`config.mk`:
```
export PLATFORM = sky130hd
export DESIGN_NAME = pipe_ctrl_flat
export DESIGN_NICKNAME = d
export VERILOG_FILES = /design/src/rtl/pipe_pkg.sv /design/src/rtl/pipe_ctrl_if.sv /design/src/rtl/hazard_det.sv /design/src/rtl/pipe_ctrl.sv /design/src/flat_wrapper.sv
export SDC_FILE = /design/constraint.sdc
export NUM_CORES = 1
export LEC_CHECK = 0
export BUFFER_PORTS_ARGS = -buffer_cell sky130_fd_sc_hd__buf_2
export CORE_MARGIN = 10
export CORE_UTILIZATION = 38
export CTS_BUF_LIST = sky130_fd_sc_hd__clkbuf_4 sky130_fd_sc_hd__clkbuf_8 sky130_fd_sc_hd__clkbuf_16
export DETAILED_ROUTE_END_ITERATION = 8
export GPL_TIMING_DRIVEN = 0
export HOLD_SLACK_MARGIN = 0.02
export PLACE_DENSITY_LB_ADDON = 0.3
export SYNTH_ARGS = -nofsm -noshare
export SYNTH_HDL_FRONTEND = slang
export SYNTH_HIERARCHICAL = 1
export SYNTH_SLANG_ARGS = --single-unit
```
`constraint.sdc`:
```
create_clock -name clk -period 1.7 [get_ports clk]
set_input_delay 0.085 -clock clk [delete_from_list [all_inputs] [get_ports clk]]
set_output_delay 0.085 -clock clk [all_outputs]
set_load 0.02 [all_outputs]
```
`src/rtl/pipe_pkg.sv`:
```
// Shared encodings for the pipeline controller: FSM states, cp0 bubble codes
// and the writeback select that marks a load.
package pipe_pkg;

  typedef enum logic [1:0] {
    ST_RUN  = 2'd0,
    ST_MDU  = 2'd1,
    ST_EXC1 = 2'd2,
    ST_EXC2 = 2'd3
  } state_t;

  localparam logic [1:0] CP0B_NONE = 2'd0;
  localparam logic [1:0] CP0B_CLR  = 2'd3;
  localparam logic [1:0] WB_LOAD   = 2'd1;

endpackage

```
`src/rtl/pipe_ctrl_if.sv`:
```
// Control bus between the pipeline datapath (master) and pipe_ctrl (slave):
// ID/EX/MEM hazard info, mult/div and cp0 events in; stall/flush controls out.
interface pipe_ctrl_if;
  logic [4:0] id_rs, id_rt;
  logic       id_uses_rs, id_uses_rt;
  logic [4:0] ex_rw;
  logic       ex_regWr;
  logic [1:0] ex_memtoreg;
  logic [4:0] mem_rw;
  logic       mem_regWr;
  logic       id_mdu_start, id_is_div, id_reads_hl;
  logic       cp0_exc, cp0_eret;
  logic       stall_if, stall_id, bubble_ex;
  logic       flush_if_id, flush_id_ex, flush_ex_mem;
  logic       pc_sel_exc, mdu_busy, mdu_abort;
  logic [1:0] cp0bubble;

  modport master (
    output id_rs, id_rt, id_uses_rs, id_uses_rt, ex_rw, ex_regWr, ex_memtoreg,
           mem_rw, mem_regWr, id_mdu_start, id_is_div, id_reads_hl,
           cp0_exc, cp0_eret,
    input  stall_if, stall_id, bubble_ex, flush_if_id, flush_id_ex,
           flush_ex_mem, pc_sel_exc, mdu_busy, mdu_abort, cp0bubble
  );

  modport slave (
    input  id_rs, id_rt, id_uses_rs, id_uses_rt, ex_rw, ex_regWr, ex_memtoreg,
           mem_rw, mem_regWr, id_mdu_start, id_is_div, id_reads_hl,
           cp0_exc, cp0_eret,
    output stall_if, stall_id, bubble_ex, flush_if_id, flush_id_ex,
           flush_ex_mem, pc_sel_exc, mdu_busy, mdu_abort, cp0bubble
  );
endinterface

```
`src/rtl/hazard_det.sv`:
```
// Combinational RAW hazard detector for the ID stage. With PIPE_CTRL_FWD_EN
// defined only load-use stalls; otherwise any pending EX/MEM write stalls.
module hazard_det
  import pipe_pkg::*;
(
  input  logic [4:0] rs,
  input  logic [4:0] rt,
  input  logic       uses_rs,
  input  logic       uses_rt,
  input  logic [4:0] ex_rw,
  input  logic       ex_regWr,
  input  logic [1:0] ex_memtoreg,
  input  logic [4:0] mem_rw,
  input  logic       mem_regWr,
  output logic       hz
);

  logic ex_match, mem_match, load_use;

  // r0 is never a real dependency
  assign ex_match  = ex_regWr && (ex_rw != 5'd0) &&
                     ((uses_rs && rs == ex_rw) || (uses_rt && rt == ex_rw));
  assign mem_match = mem_regWr && (mem_rw != 5'd0) &&
                     ((uses_rs && rs == mem_rw) || (uses_rt && rt == mem_rw));
  assign load_use  = ex_match && (ex_memtoreg == WB_LOAD);

`ifdef PIPE_CTRL_FWD_EN
  logic unused_mem;
  assign unused_mem = mem_match;
  assign hz = load_use;
`else
  assign hz = load_use | ex_match | mem_match;
`endif

endmodule

```
`src/rtl/pipe_ctrl.sv`:
```
// Pipeline controller: hazard stalls, HI/LO unit occupancy and the two-cycle
// exception/eret flush sequence. Optional macro: PIPE_CTRL_FWD_EN.
module pipe_ctrl
  import pipe_pkg::*;
#(
  parameter int MULT_LAT = 4,
  parameter int DIV_LAT  = 32
) (
  input  logic        clk,
  input  logic        rst_n,
  pipe_ctrl_if.slave  bus
);

  localparam logic [5:0] MULT_CNT = 6'(MULT_LAT);
  localparam logic [5:0] DIV_CNT  = 6'(DIV_LAT);

  state_t     state, state_nxt;
  logic [5:0] mdu_cnt, cnt_nxt;
  logic       hz, evt;
  logic       stall, busy, abort, flush_all, flush_fe, pc_exc;
  logic [1:0] cp0b;

  hazard_det u_hz (
    .rs          (bus.id_rs),
    .rt          (bus.id_rt),
    .uses_rs     (bus.id_uses_rs),
    .uses_rt     (bus.id_uses_rt),
    .ex_rw       (bus.ex_rw),
    .ex_regWr    (bus.ex_regWr),
    .ex_memtoreg (bus.ex_memtoreg),
    .mem_rw      (bus.mem_rw),
    .mem_regWr   (bus.mem_regWr),
    .hz          (hz)
  );

  assign evt = bus.cp0_exc | bus.cp0_eret;

  always_ff @(posedge clk) begin
    if (!rst_n) begin
      state   <= ST_RUN;
      mdu_cnt <= '0;
    end else begin
      state   <= state_nxt;
      mdu_cnt <= cnt_nxt;
    end
  end

  always_comb begin
    state_nxt = state;
    cnt_nxt   = mdu_cnt;
    case (state)
      ST_RUN: begin
        if (evt) begin
          state_nxt = ST_EXC1;
        end else if (bus.id_mdu_start && !hz) begin
          state_nxt = ST_MDU;
          cnt_nxt   = bus.id_is_div ? DIV_CNT : MULT_CNT;
        end
      end
      ST_MDU: begin
        if (evt) begin
          state_nxt = ST_EXC1;
          cnt_nxt   = '0;
        end else if (mdu_cnt <= 6'd1) begin
          state_nxt = ST_RUN;
          cnt_nxt   = '0;
        end else begin
          cnt_nxt = mdu_cnt - 6'd1;
        end
      end
      ST_EXC1: state_nxt = ST_EXC2;
      default: state_nxt = ST_RUN;
    endcase
  end

  // Exception beats MDU wait beats hazard; everything is masked during reset.
  always_comb begin
    stall     = 1'b0;
    busy      = 1'b0;
    abort     = 1'b0;
    flush_all = 1'b0;
    flush_fe  = 1'b0;
    pc_exc    = 1'b0;
    cp0b      = CP0B_NONE;
    if (rst_n) begin
      case (state)
        ST_RUN: stall = !evt && hz;
        ST_MDU: begin
          busy  = 1'b1;
          abort = evt;
          stall = !evt && (hz || bus.id_reads_hl || bus.id_mdu_start);
        end
        ST_EXC1: begin
          flush_all = 1'b1;
          flush_fe  = 1'b1;
          pc_exc    = 1'b1;
          cp0b      = CP0B_CLR;
        end
        default: flush_fe = 1'b1;
      endcase
    end
  end

  assign bus.stall_if     = stall;
  assign bus.stall_id     = stall;
  assign bus.bubble_ex    = stall;
  assign bus.flush_if_id  = flush_fe;
  assign bus.flush_id_ex  = flush_all;
  assign bus.flush_ex_mem = flush_all;
  assign bus.pc_sel_exc   = pc_exc;
  assign bus.mdu_busy     = busy;
  assign bus.mdu_abort    = abort;
  assign bus.cp0bubble    = cp0b;

endmodule

```
`src/flat_wrapper.sv`:
```
// flat-port wrapper written by rule: the top's interface ports become plain ports
module pipe_ctrl_flat import pipe_pkg::*;
#(
  parameter int MULT_LAT = 4,
  parameter int DIV_LAT  = 32
)
  (clk, rst_n, bus_id_rs, bus_id_rt, bus_id_uses_rs, bus_id_uses_rt, bus_ex_rw, bus_ex_regWr, bus_ex_memtoreg, bus_mem_rw, bus_mem_regWr, bus_id_mdu_start, bus_id_is_div, bus_id_reads_hl, bus_cp0_exc, bus_cp0_eret, bus_stall_if, bus_stall_id, bus_bubble_ex, bus_flush_if_id, bus_flush_id_ex, bus_flush_ex_mem, bus_pc_sel_exc, bus_mdu_busy, bus_mdu_abort, bus_cp0bubble);
  pipe_ctrl_if bus_i ();
  input  logic clk;
  input  logic rst_n;
  input wire logic [$bits(bus_i.id_rs)-1:0] bus_id_rs;
  input wire logic [$bits(bus_i.id_rt)-1:0] bus_id_rt;
  input wire logic [$bits(bus_i.id_uses_rs)-1:0] bus_id_uses_rs;
  input wire logic [$bits(bus_i.id_uses_rt)-1:0] bus_id_uses_rt;
  input wire logic [$bits(bus_i.ex_rw)-1:0] bus_ex_rw;
  input wire logic [$bits(bus_i.ex_regWr)-1:0] bus_ex_regWr;
  input wire logic [$bits(bus_i.ex_memtoreg)-1:0] bus_ex_memtoreg;
  input wire logic [$bits(bus_i.mem_rw)-1:0] bus_mem_rw;
  input wire logic [$bits(bus_i.mem_regWr)-1:0] bus_mem_regWr;
  input wire logic [$bits(bus_i.id_mdu_start)-1:0] bus_id_mdu_start;
  input wire logic [$bits(bus_i.id_is_div)-1:0] bus_id_is_div;
  input wire logic [$bits(bus_i.id_reads_hl)-1:0] bus_id_reads_hl;
  input wire logic [$bits(bus_i.cp0_exc)-1:0] bus_cp0_exc;
  input wire logic [$bits(bus_i.cp0_eret)-1:0] bus_cp0_eret;
  output wire logic [$bits(bus_i.stall_if)-1:0] bus_stall_if;
  output wire logic [$bits(bus_i.stall_id)-1:0] bus_stall_id;
  output wire logic [$bits(bus_i.bubble_ex)-1:0] bus_bubble_ex;
  output wire logic [$bits(bus_i.flush_if_id)-1:0] bus_flush_if_id;
  output wire logic [$bits(bus_i.flush_id_ex)-1:0] bus_flush_id_ex;
  output wire logic [$bits(bus_i.flush_ex_mem)-1:0] bus_flush_ex_mem;
  output wire logic [$bits(bus_i.pc_sel_exc)-1:0] bus_pc_sel_exc;
  output wire logic [$bits(bus_i.mdu_busy)-1:0] bus_mdu_busy;
  output wire logic [$bits(bus_i.mdu_abort)-1:0] bus_mdu_abort;
  output wire logic [$bits(bus_i.cp0bubble)-1:0] bus_cp0bubble;
  assign bus_i.id_rs = bus_id_rs;
  assign bus_i.id_rt = bus_id_rt;
  assign bus_i.id_uses_rs = bus_id_uses_rs;
  assign bus_i.id_uses_rt = bus_id_uses_rt;
  assign bus_i.ex_rw = bus_ex_rw;
  assign bus_i.ex_regWr = bus_ex_regWr;
  assign bus_i.ex_memtoreg = bus_ex_memtoreg;
  assign bus_i.mem_rw = bus_mem_rw;
  assign bus_i.mem_regWr = bus_mem_regWr;
  assign bus_i.id_mdu_start = bus_id_mdu_start;
  assign bus_i.id_is_div = bus_id_is_div;
  assign bus_i.id_reads_hl = bus_id_reads_hl;
  assign bus_i.cp0_exc = bus_cp0_exc;
  assign bus_i.cp0_eret = bus_cp0_eret;
  assign bus_stall_if = bus_i.stall_if;
  assign bus_stall_id = bus_i.stall_id;
  assign bus_bubble_ex = bus_i.bubble_ex;
  assign bus_flush_if_id = bus_i.flush_if_id;
  assign bus_flush_id_ex = bus_i.flush_id_ex;
  assign bus_flush_ex_mem = bus_i.flush_ex_mem;
  assign bus_pc_sel_exc = bus_i.pc_sel_exc;
  assign bus_mdu_busy = bus_i.mdu_busy;
  assign bus_mdu_abort = bus_i.mdu_abort;
  assign bus_cp0bubble = bus_i.cp0bubble;
  pipe_ctrl #(.MULT_LAT(MULT_LAT), .DIV_LAT(DIV_LAT)) u_core (.clk(clk), .rst_n(rst_n), .bus(bus_i));
endmodule
```
==> results.cfg <==
[timing]
rsz0062_at_grt = true
final_hold_viol_count = 0
finalMaxSlewViolations = 0
final-setup-viol-count = 7
fin_crit_sh_pct = 105
fin_ws_ns = -0.0838
period_needed_ns = 1.78
fmax_mhz = 561
relSlewSlack_pct = 76.4
tightest_slew_ns = 0.352
finalClockSkew_ns = 0.000263

[cts]
cts-hold-fix-buffers = 0
cts_tree = built
cts.sinks = 8
cts-htree-levels = 1
cts_max_path_buffers = 2
cts_made_buffers = 3
path_clk_slew_ns = 0.05
clk_root_buffer_cell = clkbuf_4
clkLatencyLatePin_ns = 0.25

[synthesis]
synth.distinct_cells = 39
yosysSeqAreaShare_pct = 18.8
ys_ff_latch = 8
synth_area_sq_um = 851
syn_area_per_cell_sq_um = 8.51
yosys_warnings = 6
postSynthCellCount = 100
synth.most_common_cell = xor2_1
synth_top_area_cell = dfxtp_1
netlist_top_cells_count = 16 x xor2_1, 8 x dfxtp_1, 7 x nor2_1, 6 x buf_4
synth_fp_nets = 135
yosysTopAreaCellShare_pct = 18.8
synthArstFlopShare_pct = 0
yosys-top-cells-area = dfxtp_1 19%, xor2_1 16%, buf_4 5.3%
synth_ff_type = dfxtp_1
synth_edf_count = 0

[placed_design]
dp_slack_ns = -0.268
dp.final_hpwl_um = 1940
place.gp.congestion = 0.822
place_area_sq_mm = 0.00112
port_buffers = 41

[grt]
gr-usage-all-layers_pct = 10.2
grt_pass1_vias = 887
antenna_found_initial = 0
grt_busiest_layer = met2
grt_util_met2_pct = 19.4
grt_max_degree = 11
use_met3_pct = 3.47
grt_pass1_wl_um = 3760
grtUsageMet1_pct = 10.4
overflow = 0

[outcome]
violations = setup timing
outcome = complete, but fails checks

[worst_hold_path]
hp-class = input port to flop

[worst_setup_path]
endpoint_kind = flop
cpMaxStageDelayCell = or4_4
crit_arrival_ns = 1.96
crit_type = input port to flop
crit_path_cell_trace = buf_8, or4_4, o21ai_2, o22ai_2, buf_4, nor4b_4, o21bai_4, o21bai_1, a21oi_1
cp.required_ns = 1.87
worst_r2r_path_depth = 4
max_stage_delay_ns = 0.52
crit_fanout = 8
startpoint = bus_ex_rw[3]
critPathLaunchType = input port
rr_startpoint = u_core/mdu_cnt[0]$_SDFFE_PN0P_
cp-endpoint = u_core/mdu_cnt[2]$_SDFFE_PN0P_
worst-r2r-setup-slack_ns = 0.06
r2r_end = u_core/mdu_cnt[5]$_SDFFE_PN0P_

[detailed_routing]
num_vias = 907
wl_um = 2570
wl_per_cell_um = 14.5
postRouteAntennaNets = 0
viasPerCell = 5.12
remaining_drc_errors = 0
drtPass1Iterations = 4
drt_iter0_drc = 66

[floorplan]
dieArea_sq_mm = 0.00453
initial_utilization_pct = 39.2
die_h_um = 67.3
coreArea_sq_mm = 0.00217
io_pins = 44
fp.dieW_um = 67.3
placementRows = 17

[power]
power_uw = 609
peakVddDrop_uv = 391
p_leak_nw = 0.583
powerDensity_mw_per_mm2 = 462

[finish]
syn_to_final_growth_pct = 54.9
nets = 186
fin_util_pct = 60.7
diodes = 0
drive_above_1_share_pct = 51.0
fin_area_sq_mm = 0.00132

[job]
drv_cap = 0
cell usage in the layout (no fill, tap or decap), types with 2 or more instances in the layout:
master / instances
buf_4: 15
or4_1: 2
xor2_1: 15
inv_1: 4
buf_8: 2
a21oi_1: 4
buf_6: 7
nor4_2: 4
a32oi_1: 2
o21ai_2: 2
and2_1: 4
nor2b_1: 3
o21bai_1: 2
buf_2: 29
clkbuf_4: 3
nor3_1: 2
xnor2_1: 4
nor2_1: 6
dfxtp_1: 7
nor4b_4: 3
nand3_1: 2
or4_4: 2
ha_1: 2
logic make-up after synthesis:
logic type,synth area share [%]
flip-flops,18.8
AND/OR/NAND/NOR,27.4
XOR/XNOR,20.6
buffers and inverters,8.82
multiplexers,1.18
AO/OA/AOI/OAI,20.3
adder cells (fa/ha/maj),2.94
where the power goes:
part	internal, mW	leakage (nW)	switching (mW)	total, mW
clock network	0.0807	0.0138	0.0624	0.143
logic	0.130	0.503	0.129	0.259
registers	0.197	0.0656	0.0102	0.207
worst max-delay path: cells and delay by family:
kind,cells,cell delay (ns)
buf+inv,2,0.26
compound gates,5,0.73
simple gates,2,0.87
stage by stage:
| stage | cells | TNS [ns] | hold WS, ns |
|---|---|---|---|
| after floorplan | 100 | 0 | 0.207 |
| after detailed placement | 169 | -1.74 | 0.357 |
| after global routing | 177 | -0.858 | 0.120 |
| after CTS | 174 | -0.246 | 0.0949 |
| after global placement | 169 | -1.46 | 0.362 |
| final | 177 | -0.303 | 0.107 |
layer usage:
metal	routed length [um]	part of all wire, %
met5	0	0
met3	218	8.5
met4	27	1.1
met2	1280	50
met1	1040	41
what timing repair did:
| action | CTS | global route |
|---|---|---|
| resized for setup | 14 | 19 |
| setup endpoints to repair | 3 | 8 |
| setup buffers | 2 | 3 |
| pin swaps | 6 | 18 |
state kept, by name (all words and copies together), names as in the netlist:
name / flops
u_core/mdu_cnt: 6
u_core/state: 2
cell type report:
class / instances / area, sq um
buffer: 7 / 56.3
clock buffer: 3 / 22.5
fill: 180 / 852
inverter: 5 / 18.8
multi-input combinational: 80 / 713
sequential: 8 / 161
tap: 28 / 35.0
timing repair buffer: 46 / 310
how the worst min path moves through the flow:
stage | from | slack (ns) | cells past startpoint | to
finish | rst_n | 0.11 | 2 | u_core/mdu_cnt[4]$_SDFFE_PN0P_
global route | rst_n | 0.12 | 2 | u_core/mdu_cnt[4]$_SDFFE_PN0P_
CTS | rst_n | 0.09 | 2 | u_core/mdu_cnt[4]$_SDFFE_PN0P_
detailed placement | rst_n | 0.36 | 2 | u_core/mdu_cnt[4]$_SDFFE_PN0P_
global placement | rst_n | 0.36 | 2 | u_core/mdu_cnt[4]$_SDFFE_PN0P_
floorplan | rst_n | 0.21 | 1 | u_core/mdu_cnt[4]$_SDFFE_PN0P_
Note: power is estimated with default switching activity, not from simulation.
